### src/rtl/trace_tx_if.sv
// Commit-trace bus: per-instruction capture fields in, framed byte stream out.
// The slave modport is the transmitter's view; the master modport is the view of
// whoever drives retirements and consumes bytes.
interface trace_tx_if;
   logic        trace_valid;
   logic [31:0] trace_pc;
   logic [31:0] trace_inst;
   logic [31:0] trace_alu;
   logic [31:0] trace_rs1;
   logic [31:0] trace_rs2;
   logic        tx_valid;
   logic [7:0]  tx_data;
   logic        tx_ready;

   modport slave (
      input  trace_valid, trace_pc, trace_inst, trace_alu, trace_rs1, trace_rs2,
      input  tx_ready,
      output tx_valid, tx_data
   );

   modport master (
      output trace_valid, trace_pc, trace_inst, trace_alu, trace_rs1, trace_rs2,
      output tx_ready,
      input  tx_valid, tx_data
   );
endinterface

### src/rtl/trace_tx.sv
// Commit-trace transmitter: buffers one record per retired instruction in a small
// FIFO and streams each record as a framed little-endian byte sequence.
// Frame: A5, seq, pc[4], inst[4], alu[4] (14 bytes).
// Optional macro TRACE_RS_DATA_EN: appends rs1[4], rs2[4] (22 bytes) and stores them.
module trace_tx #(
   parameter int unsigned DEPTH  = 4,
   parameter int unsigned DROP_W = 8
) (
   input  logic              clk,
   input  logic              rst,
   trace_tx_if.slave         io,
   output logic [DROP_W-1:0] drop_cnt,
   output logic              busy
);

`ifdef TRACE_RS_DATA_EN
   localparam int unsigned NBYTES = 22;
`else
   localparam int unsigned NBYTES = 14;
`endif
   localparam int unsigned FRAME_W = NBYTES * 8;
   localparam int unsigned IDX_W   = $clog2(NBYTES);
   localparam int unsigned PTR_W   = $clog2(DEPTH);
   localparam int unsigned LVL_W   = PTR_W + 1;

   // One stored record; field order makes {rec, sync} the little-endian frame image.
   typedef struct packed {
`ifdef TRACE_RS_DATA_EN
      logic [31:0] rs2;
      logic [31:0] rs1;
`endif
      logic [31:0] alu;
      logic [31:0] inst;
      logic [31:0] pc;
      logic [7:0]  seq;
   } rec_t;

   typedef enum logic {IDLE, SEND} state_t;

   state_t           state;
   logic [IDX_W-1:0] byte_idx;
   logic [PTR_W-1:0] wr_ptr;
   logic [PTR_W-1:0] rd_ptr;
   logic [LVL_W-1:0] level;
   logic [7:0]       seq;
   rec_t             mem [DEPTH];

   rec_t               wr_rec;
   logic [FRAME_W-1:0] head_frame;
   logic               hs;
   logic               last_byte;
   logic               pop;
   logic               full;
   logic               push;
   logic               drop;

`ifndef TRACE_RS_DATA_EN
   // rs1/rs2 carry no storage in the short frame.
   logic unused_rs;
   assign unused_rs = ^{io.trace_rs1, io.trace_rs2};
`endif

   // Record assembled from the retiring instruction, tagged with the current seq.
   always_comb begin
      wr_rec      = '0;
      wr_rec.seq  = seq;
      wr_rec.pc   = io.trace_pc;
      wr_rec.inst = io.trace_inst;
      wr_rec.alu  = io.trace_alu;
`ifdef TRACE_RS_DATA_EN
      wr_rec.rs1  = io.trace_rs1;
      wr_rec.rs2  = io.trace_rs2;
`endif
   end

   // Handshake, pop and accept/drop decisions; a full FIFO still accepts on the pop edge.
   always_comb begin
      hs        = (state == SEND) && io.tx_ready;
      last_byte = (byte_idx == IDX_W'(NBYTES - 1));
      pop       = hs && last_byte;
      full      = (level == LVL_W'(DEPTH));
      push      = io.trace_valid && (!full || pop);
      drop      = io.trace_valid && !push;
   end

   // Byte mux from the FIFO head; forced to zero while nothing is offered.
   always_comb begin
      head_frame = {mem[rd_ptr], 8'hA5};
      io.tx_data = 8'h00;
      if (state == SEND) begin
         io.tx_data = 8'(head_frame >> {byte_idx, 3'b000});
      end
   end

   assign io.tx_valid = (state == SEND);
   assign busy        = (level != '0);

   // Record storage; contents need no reset since pointers and level define validity.
   always_ff @(posedge clk) begin
      if (push) begin
         mem[wr_ptr] <= wr_rec;
      end
   end

   // FIFO bookkeeping, sequence/drop counters and the IDLE/SEND serializer.
   always_ff @(posedge clk) begin
      if (!rst) begin
         state    <= IDLE;
         byte_idx <= '0;
         wr_ptr   <= '0;
         rd_ptr   <= '0;
         level    <= '0;
         seq      <= '0;
         drop_cnt <= '0;
      end else begin
         if (io.trace_valid) begin
            seq <= seq + 8'd1;
         end
         if (drop && (drop_cnt != '1)) begin
            drop_cnt <= drop_cnt + DROP_W'(1);
         end
         if (push) begin
            wr_ptr <= wr_ptr + PTR_W'(1);
         end
         if (pop) begin
            rd_ptr <= rd_ptr + PTR_W'(1);
         end
         case ({push, pop})
            2'b10:   level <= level + LVL_W'(1);
            2'b01:   level <= level - LVL_W'(1);
            default: level <= level;
         endcase

         case (state)
            IDLE: begin
               byte_idx <= '0;
               if (push) begin
                  state <= SEND;
               end
            end
            SEND: begin
               if (hs) begin
                  if (last_byte) begin
                     byte_idx <= '0;
                     if ((level == LVL_W'(1)) && !push) begin
                        state <= IDLE;
                     end
                  end else begin
                     byte_idx <= byte_idx + IDX_W'(1);
                  end
               end
            end
            default: begin
               state    <= IDLE;
               byte_idx <= '0;
            end
         endcase
      end
   end

endmodule
### src/flat_wrapper.sv
// flat-port wrapper written by rule: the top's interface ports become plain ports
module trace_tx_flat 
#(
   parameter int unsigned DEPTH  = 4,
   parameter int unsigned DROP_W = 8
)
  (clk, rst, drop_cnt, busy, io_trace_valid, io_trace_pc, io_trace_inst, io_trace_alu, io_trace_rs1, io_trace_rs2, io_tx_ready, io_tx_valid, io_tx_data);
  trace_tx_if io_i ();
  input  logic clk;
  input  logic rst;
  output logic [DROP_W-1:0] drop_cnt;
  output logic busy;
  input wire logic [$bits(io_i.trace_valid)-1:0] io_trace_valid;
  input wire logic [$bits(io_i.trace_pc)-1:0] io_trace_pc;
  input wire logic [$bits(io_i.trace_inst)-1:0] io_trace_inst;
  input wire logic [$bits(io_i.trace_alu)-1:0] io_trace_alu;
  input wire logic [$bits(io_i.trace_rs1)-1:0] io_trace_rs1;
  input wire logic [$bits(io_i.trace_rs2)-1:0] io_trace_rs2;
  input wire logic [$bits(io_i.tx_ready)-1:0] io_tx_ready;
  output wire logic [$bits(io_i.tx_valid)-1:0] io_tx_valid;
  output wire logic [$bits(io_i.tx_data)-1:0] io_tx_data;
  assign io_i.trace_valid = io_trace_valid;
  assign io_i.trace_pc = io_trace_pc;
  assign io_i.trace_inst = io_trace_inst;
  assign io_i.trace_alu = io_trace_alu;
  assign io_i.trace_rs1 = io_trace_rs1;
  assign io_i.trace_rs2 = io_trace_rs2;
  assign io_i.tx_ready = io_tx_ready;
  assign io_tx_valid = io_i.tx_valid;
  assign io_tx_data = io_i.tx_data;
  trace_tx #(.DEPTH(DEPTH), .DROP_W(DROP_W)) u_core (.clk(clk), .rst(rst), .io(io_i), .drop_cnt(drop_cnt), .busy(busy));
endmodule
### config.mk
export PLATFORM = sky130hd
export DESIGN_NAME = trace_tx_flat
export DESIGN_NICKNAME = d
export VERILOG_FILES = /design/src/rtl/trace_tx_if.sv /design/src/rtl/trace_tx.sv /design/src/flat_wrapper.sv
export SDC_FILE = /design/constraint.sdc
export NUM_CORES = 1
export LEC_CHECK = 0
export BUFFER_PORTS_ARGS = -buffer_cell sky130_fd_sc_hd__buf_2
export CAP_MARGIN = 40
export CORE_MARGIN = 5
export CORE_UTILIZATION = 40
export DETAILED_ROUTE_END_ITERATION = 12
export PLACE_DENSITY = 0.68
export SLEW_MARGIN = 5
export SYNTH_ARGS = -nofsm -noshare
export SYNTH_HDL_FRONTEND = slang
export SYNTH_SLANG_ARGS = --single-unit
### constraint.sdc
create_clock -name clk -period 10.6 [get_ports clk]
set_input_delay 0 -clock clk [delete_from_list [all_inputs] [get_ports clk]]
set_output_delay 0 -clock clk [all_outputs]
set_load 0.02 [all_outputs]
==> flow_metrics.tcl, run 1 <==
set metrics [dict create \
    cap_violations 0 \
    dieArea_um2 48000 \
    top_level_ports 182 \
    cts_resized 0 \
    synth.mux.area_fraction 0.131 \
    cp.arrival_ps 4140 \
    cts_buffers 47 \
    layout_common_cells "416 x edfxtp_1, 117 x buf_2, 100 x dlygate4sd3_1" \
    drt-pass1-iter-count 5 \
    synth-compound-area-share 0.0360 \
    clockPowerShare 0.418 \
    seqPwrFrac 0.530 \
    synth_edf_count 416 \
    die_w_um 219 \
    ys_warn_count 0 \
    place.gp.congestion 0.765 \
    critPathRequiredTime_ps 10760 \
    io_buffers 117 \
    ir_drop_v 0.000107 \
    cts_root_buf "clkbuf_16" \
    critPathCaptureType "flop" \
    rrSetupSlack_ps 6620 \
    rows 76 \
    synthFlopType "edfxtp_1" \
    syn_nets 1100 \
    slew_violations 0 \
    rsz0062_at_grt "no" \
    cellPowerDensity_nw_per_um2 179 \
    min_period_over_period 0.375 \
    drc 0 \
    path_max_fanout 54 \
    syn-cell-area_um2 17500 \
    cpMaxStageDelayCell "dfxtp_1" \
    core-area_um2 43200 \
    synthCells 923 \
    switching_share 0.201 \
    crit_type "reg2reg" \
    grt_antenna_before_repair 2 \
    clk_pin_slew_ps 60 \
    ys_seq_elements 446 \
    internal-power_mw 3.06 \
    combPwrFrac 0.052 \
    drt-initial-drc-count 849 \
    start_util 0.405 \
    period_needed_ps 3980 \
    worstPathCellList "nand3_1 > nor2_1 > o21a_1 > and2_4 > buf_4" \
    hpwl_um 23600 \
    cts.path.max_buffers 3 \
    antenna_left 0 \
    start_kind "flop" \
    setup_viol 0 \
    seq_area_frac_synth 0.748 \
    grt_overflow 0 \
    clkSinkCount 446 \
    nNetsFinal 1341 \
    grt_pass1_vias 9613 \
    synth_top_family_by_area "multiplexers" \
    grt_pass1_wl_um 57700 \
    die_height_um 219 \
    status "finished, final reports clean" \
    synth_simple_gate_area_frac 0.0503 \
    leakagePower_nw 7.06 \
    final_area_um2 21400 \
    synth_xor_xnor_area_share 0.00851 \
    cts_tree "done" \
    vias_per_cell 5.14 \
    h-tree-depth 2 \
    drive_gt1_frac 0.243 \
    area_growth_pct 22.1 \
    worstHoldPathType "in2reg" \
    synthAdderAreaFrac 0.00929 \
    clock_latency_ps 550 \
    layout_commonest_cell "edfxtp_1" \
    fin_skew_ps 22.4 \
    avgSynthCellArea_um2 19.0 \
    slew_headroom 0.417 \
    wirelength_um 37800 \
    switchingPower_uw 770 \
    postPlaceCellArea_um2 18800 \
    grt_start_max_net_pins 56 \
    synth_cell_type_count 45 \
    setup_tns_ps 0 \
    worst_pin_slew_ps 874 \
    grt_util_all_layers 0.157 \
    hold_viol 0 \
    dr_total_vias 9199 \
    fmax_ghz 0.251 \
    async_reset_ff_frac 0 \
    wl_per_cell_um 21.1 \
    slowest_delay_ps 890 \
]
[registers in the layout, indices dropped and copies added, names as in the netlist, named ones only]
register	flops
u_core.mem	416
u_core.drop_cnt	8
u_core.seq	8
u_core.byte_idx	4
u_core.level	3
u_core.rd_ptr	2
u_core.wr_ptr	2
u_core.io.tx_valid	1
[routing by layer]
metal  wire length (um)  vias to the layer above  GRT usage
li1                   -                     4224          -
met1              16000                     4662      0.214
met2              19000                      269      0.263
met3               2260                       44     0.0308
met4                617                        0     0.0347
met5                  0                        -          0
[worst paths after layout]
kind / from / to / depth (start not counted)
max: u_core.byte_idx[3]$_SDFFE_PN0P_ / u_core.mem[0][23]$_DFFE_PP_ / 5
min: io_trace_alu[15] / u_core.mem[1][87]$_DFFE_PP_ / 2
max reg2reg: u_core.byte_idx[3]$_SDFFE_PN0P_ / u_core.mem[0][23]$_DFFE_PP_ / 5
min reg2reg: u_core.wr_ptr[1]$_SDFFE_PN0P_ / u_core.wr_ptr[1]$_SDFFE_PN0P_ / 2
[final cells by class]
class	count	area, um2
Sequential cell	446	13100
Multi-Input combinational cell	422	4130
Antenna cell	4	10.0
Clock buffer	60	1260
Fill cell	3593	21800
Timing Repair Buffer	236	1840
Inverter	11	41.3
Tap cell	585	732
Clock inverter	25	269
[cell usage after synthesis (2+ instances only)]
cell | count | area [um2]
edfxtp_1 | 416 | 12500
mux4_2 | 80 | 1800
nand2_1 | 56 | 210
mux2i_1 | 47 | 470
dfxtp_1 | 30 | 601
and2_1 | 25 | 156
nor2_1 | 21 | 78.8
nor2b_1 | 20 | 125
clkbuf_1 | 17 | 63.8
a22oi_1 | 16 | 120
buf_4 | 15 | 113
nand3_1 | 14 | 70.1
o21ai_0 | 14 | 70.1
ha_1 | 13 | 163
inv_1 | 11 | 41.3
a21oi_1 | 10 | 50.1
a211oi_1 | 9 | 67.6
nand4_1 | 9 | 56.3
xor2_1 | 9 | 78.8
a221o_1 | 8 | 80.1
buf_2 | 8 | 40.0
nor4_1 | 8 | 50.1
xnor2_1 | 8 | 70.1
a31oi_1 | 7 | 43.8
a21boi_0 | 6 | 45.0
o31ai_1 | 6 | 45.0
nor3_1 | 5 | 25.0
nand2b_1 | 4 | 25.0
o211ai_1 | 4 | 30.0
or3_1 | 4 | 25.0
buf_6 | 3 | 33.8
a221oi_1 | 2 | 17.5
a41oi_1 | 2 | 17.5
and3_1 | 2 | 12.5
mux2_2 | 2 | 22.5
nand4b_1 | 2 | 17.5
o41ai_1 | 2 | 17.5
[power by group through the flow]
stage	clock [mW]	combinational, mW	sequential, mW
finish	1.60	0.198	2.03
global route	1.71	0.215	2.03
CTS	1.63	0.202	2.03
detailed placement	0	0.168	2.06
global placement	0	0.161	2.06
floorplan	0	0.0898	2.07
[metrics by stage]
step	utilization	hold WS, ps	setup slack [ps]	std cells	total power, mW
final	0.495	205	6620	1789	3.83
after floorplan	-	98.9	5790	923	2.16
after global routing	0.495	202	6350	1786	3.96
after global placement	0.433	213	6660	1594	2.22
after CTS	0.495	174	6490	1785	3.86
after detailed placement	0.436	217	6670	1600	2.23
[logic make-up (layout without fill, tap and decap cells)]
| kind of cell | after synthesis | count (layout) |
|---|---|---|
| AO/OA/AOI/OAI | 89 | 89 |
| XOR/XNOR | 17 | 17 |
| adder cells (fa/ha/maj) | 13 | 13 |
| buffers and inverters | 55 | 332 |
| flip-flops | 446 | 446 |
| multiplexers | 129 | 129 |
| other | 0 | 4 |
| AND/OR/NAND/NOR | 174 | 174 |
[worst max-delay path: cells and delay by family (launching register included)]
kind / cells / cell delay, ps
buf+inv: 1 / 810
simple gates: 3 / 1470
compound gates: 1 / 360
flops: 1 / 890
[what timing repair did]
| item | 4_1_cts | 5_1_grt |
|---|---|---|
| endpoints found under the hold margin | 414 | 0 |
| hold buffers | 100 | 0 |
| buffers inserted | 0 | 0 |
Power figures use the tool's default switching activity.
==> run 2: changes to the inputs <==
--- a/config.mk
+++ b/config.mk
@@ -10,7 +10,7 @@
 export CORE_MARGIN = 5
 export CORE_UTILIZATION = 40
 export DETAILED_ROUTE_END_ITERATION = 12
-export PLACE_DENSITY = 0.68
+export PLACE_DENSITY = 0.7
 export SLEW_MARGIN = 5
 export SYNTH_ARGS = -nofsm -noshare
 export SYNTH_HDL_FRONTEND = slang
==> constraint.sdc (replaced) <==
create_clock -name clk -period 3.6 [get_ports clk]
set_input_delay 0 -clock clk [delete_from_list [all_inputs] [get_ports clk]]
set_output_delay 0 -clock clk [all_outputs]
set_load 0.02 [all_outputs]
==> run 2 against run 1 <==
Compared with the run above: wire length increased by 0.53%; critical path type is now reg2out; critical endpoint is now io_tx_data[3]; register-to-register slack worse by 5700 ps; flip-flop and latch count stayed put.
==> flow_metrics.tcl, run 2 (synthesis results as in run 1) <==
set metrics [dict create \
    status "finished, final reports clean" \
    cap_violations 0 \
    setup_viol 0 \
    holdWs_ps 205 \
    cts_root_buf "clkbuf_16" \
    area_growth_pct 21.8 \
    die_w_um 219 \
    dieArea_um2 48000 \
    cts.path.max_buffers 3 \
    fmax_ghz 0.305 \
    leakagePower_nw 7.06 \
    wl_met2_um 18600 \
    largest_register_ffs 416 \
    grt_start_max_net_pins 65 \
    postPlaceCellArea_um2 18900 \
    drc 0 \
    final_cells 1793 \
    period_needed_ps 3280 \
    worst_pin_slew_ps 798 \
    grt_pass1_wl_um 58000 \
    io_buffers 117 \
    vias_per_cell 5.23 \
    hold_viol 0 \
    cts_buffers 45 \
    reg_top3 "u_core.mem: 416 flops, u_core.drop_cnt: 8 flops, u_core.seq: 8 flops" \
    cp.arrival_ps 3280 \
    slew_headroom 0.467 \
    critPathCaptureType "output port" \
    min_period_over_period 0.911 \
    wirelength_um 38000 \
    rows 76 \
    nNetsFinal 1352 \
    start_kind "flop" \
    cellPowerDensity_nw_per_um2 518 \
    start_util 0.405 \
    grt_pass1_vias 9636 \
    grt_util_all_layers 0.159 \
    wl_met1_um 16200 \
    worstHoldPathType "in2reg" \
    layout_common_cells "416 x edfxtp_1, 117 x buf_2, 101 x dlygate4sd3_1" \
    final_area_um2 21300 \
    h-tree-depth 2 \
    cts_tree "done" \
    path_max_fanout 33 \
    wl_met3_um 2470 \
    place.gp.congestion 0.795 \
    slew_violations 0 \
    antenna_left 0 \
    clk_pin_slew_ps 60 \
    ir_drop_v 0.000296 \
    clkSinkCount 446 \
    dp_cells 1612 \
    core-area_um2 43200 \
    fin_skew_ps 9.42 \
    drt-initial-drc-count 759 \
    postCtsSetupBuffers 0 \
    clock_latency_ps 550 \
    hpwl_um 24200 \
    dr_total_vias 9373 \
    maxUsedRoutingLayer "met5" \
    grt_overflow 0 \
    drive_gt1_frac 0.244 \
    setup_tns_ps 0 \
    critPathRequiredTime_ps 3600 \
    regMostFlops "u_core.mem" \
    grt_antenna_before_repair 1 \
    crit_type "reg2out" \
    layout_commonest_cell "edfxtp_1" \
    wl_per_cell_um 21.2 \
    top_level_ports 182 \
    drt-pass1-iter-count 5 \
    rsz0062_at_grt "no" \
    die_height_um 219 \
]
==> run 2: cell count changes in the layout (fill, tap and decap cells not counted), moves of 3 or more <==
| cell | previous run | this run |
|---|---|---|
| buf_4 | 13 | 25 |
| buf_12 | 1 | 6 |
| clkinv_2 | 8 | 4 |
| diode_2 | 4 | 1 |
| buf_16 | 5 | 0 |
==> run 2: metrics by stage <==
| step | power (mW) | setup slack (ps) | utilization |
|---|---|---|---|
| finish | 11.0 | 321 | 0.494 |
| global route | 11.4 | 106 | 0.494 |
| CTS | 11.1 | 248 | 0.494 |
| detailed placement | 6.59 | 837 | 0.438 |
| global placement | 6.56 | 826 | 0.437 |
| floorplan | 6.33 | -52.8 | - |
==> run 2: final cells by class <==
class	instances	area, um2
Antenna cell	1	2.50
Sequential cell	446	13100
Multi-Input combinational cell	422	4130
Timing Repair Buffer	249	1900
Tap cell	585	732
Fill cell	3585	21900
Clock inverter	19	165
Inverter	11	41.3
Clock buffer	60	1240
==> run 2: critical path, stage by stage (launching register included) <==
cell      delay [ps]
dfxtp_4          780
buf_4            430
mux4_2           570
nand2_1           90
nand2_1           50
o211ai_1         400
a31oi_1          200
buf_2            210
==> run 2: timing repair <==
item / in CTS / in global routing
resized for setup: 0 / 0
endpoints found under the hold margin: 414 / 0
hold buffers: 101 / 0
==> run 2: path summary, 6_finish.rpt <==
kind | from | to | slack (ps) | cells after the start
worst min register to register | u_core.wr_ptr[1]$_SDFFE_PN0P_ | u_core.wr_ptr[1]$_SDFFE_PN0P_ | 520 | 2
worst max-delay path | flop | io_tx_data[3] | 320 | 7
worst max register to register | u_core.byte_idx[1]$_SDFFE_PN0P_ | u_core.mem[1][39]$_DFFE_PP_ | 890 | 7
worst min-delay path | io_trace_pc[11] | u_core.mem[1][19]$_DFFE_PP_ | 210 | 2
==> run 2: layer usage <==
layer / vias up / global-route usage
li1: 4235 / -
met1: 4785 / 0.221
met2: 290 / 0.260
met3: 61 / 0.0334
met4: 2 / 0.0379
met5: - / 0
==> run 2: power by group <==
group,total (mW),internal (mW),switching (mW)
clock,4.47,2.63,1.84
sequential,5.96,5.91,0.0521
combinational,0.601,0.261,0.340
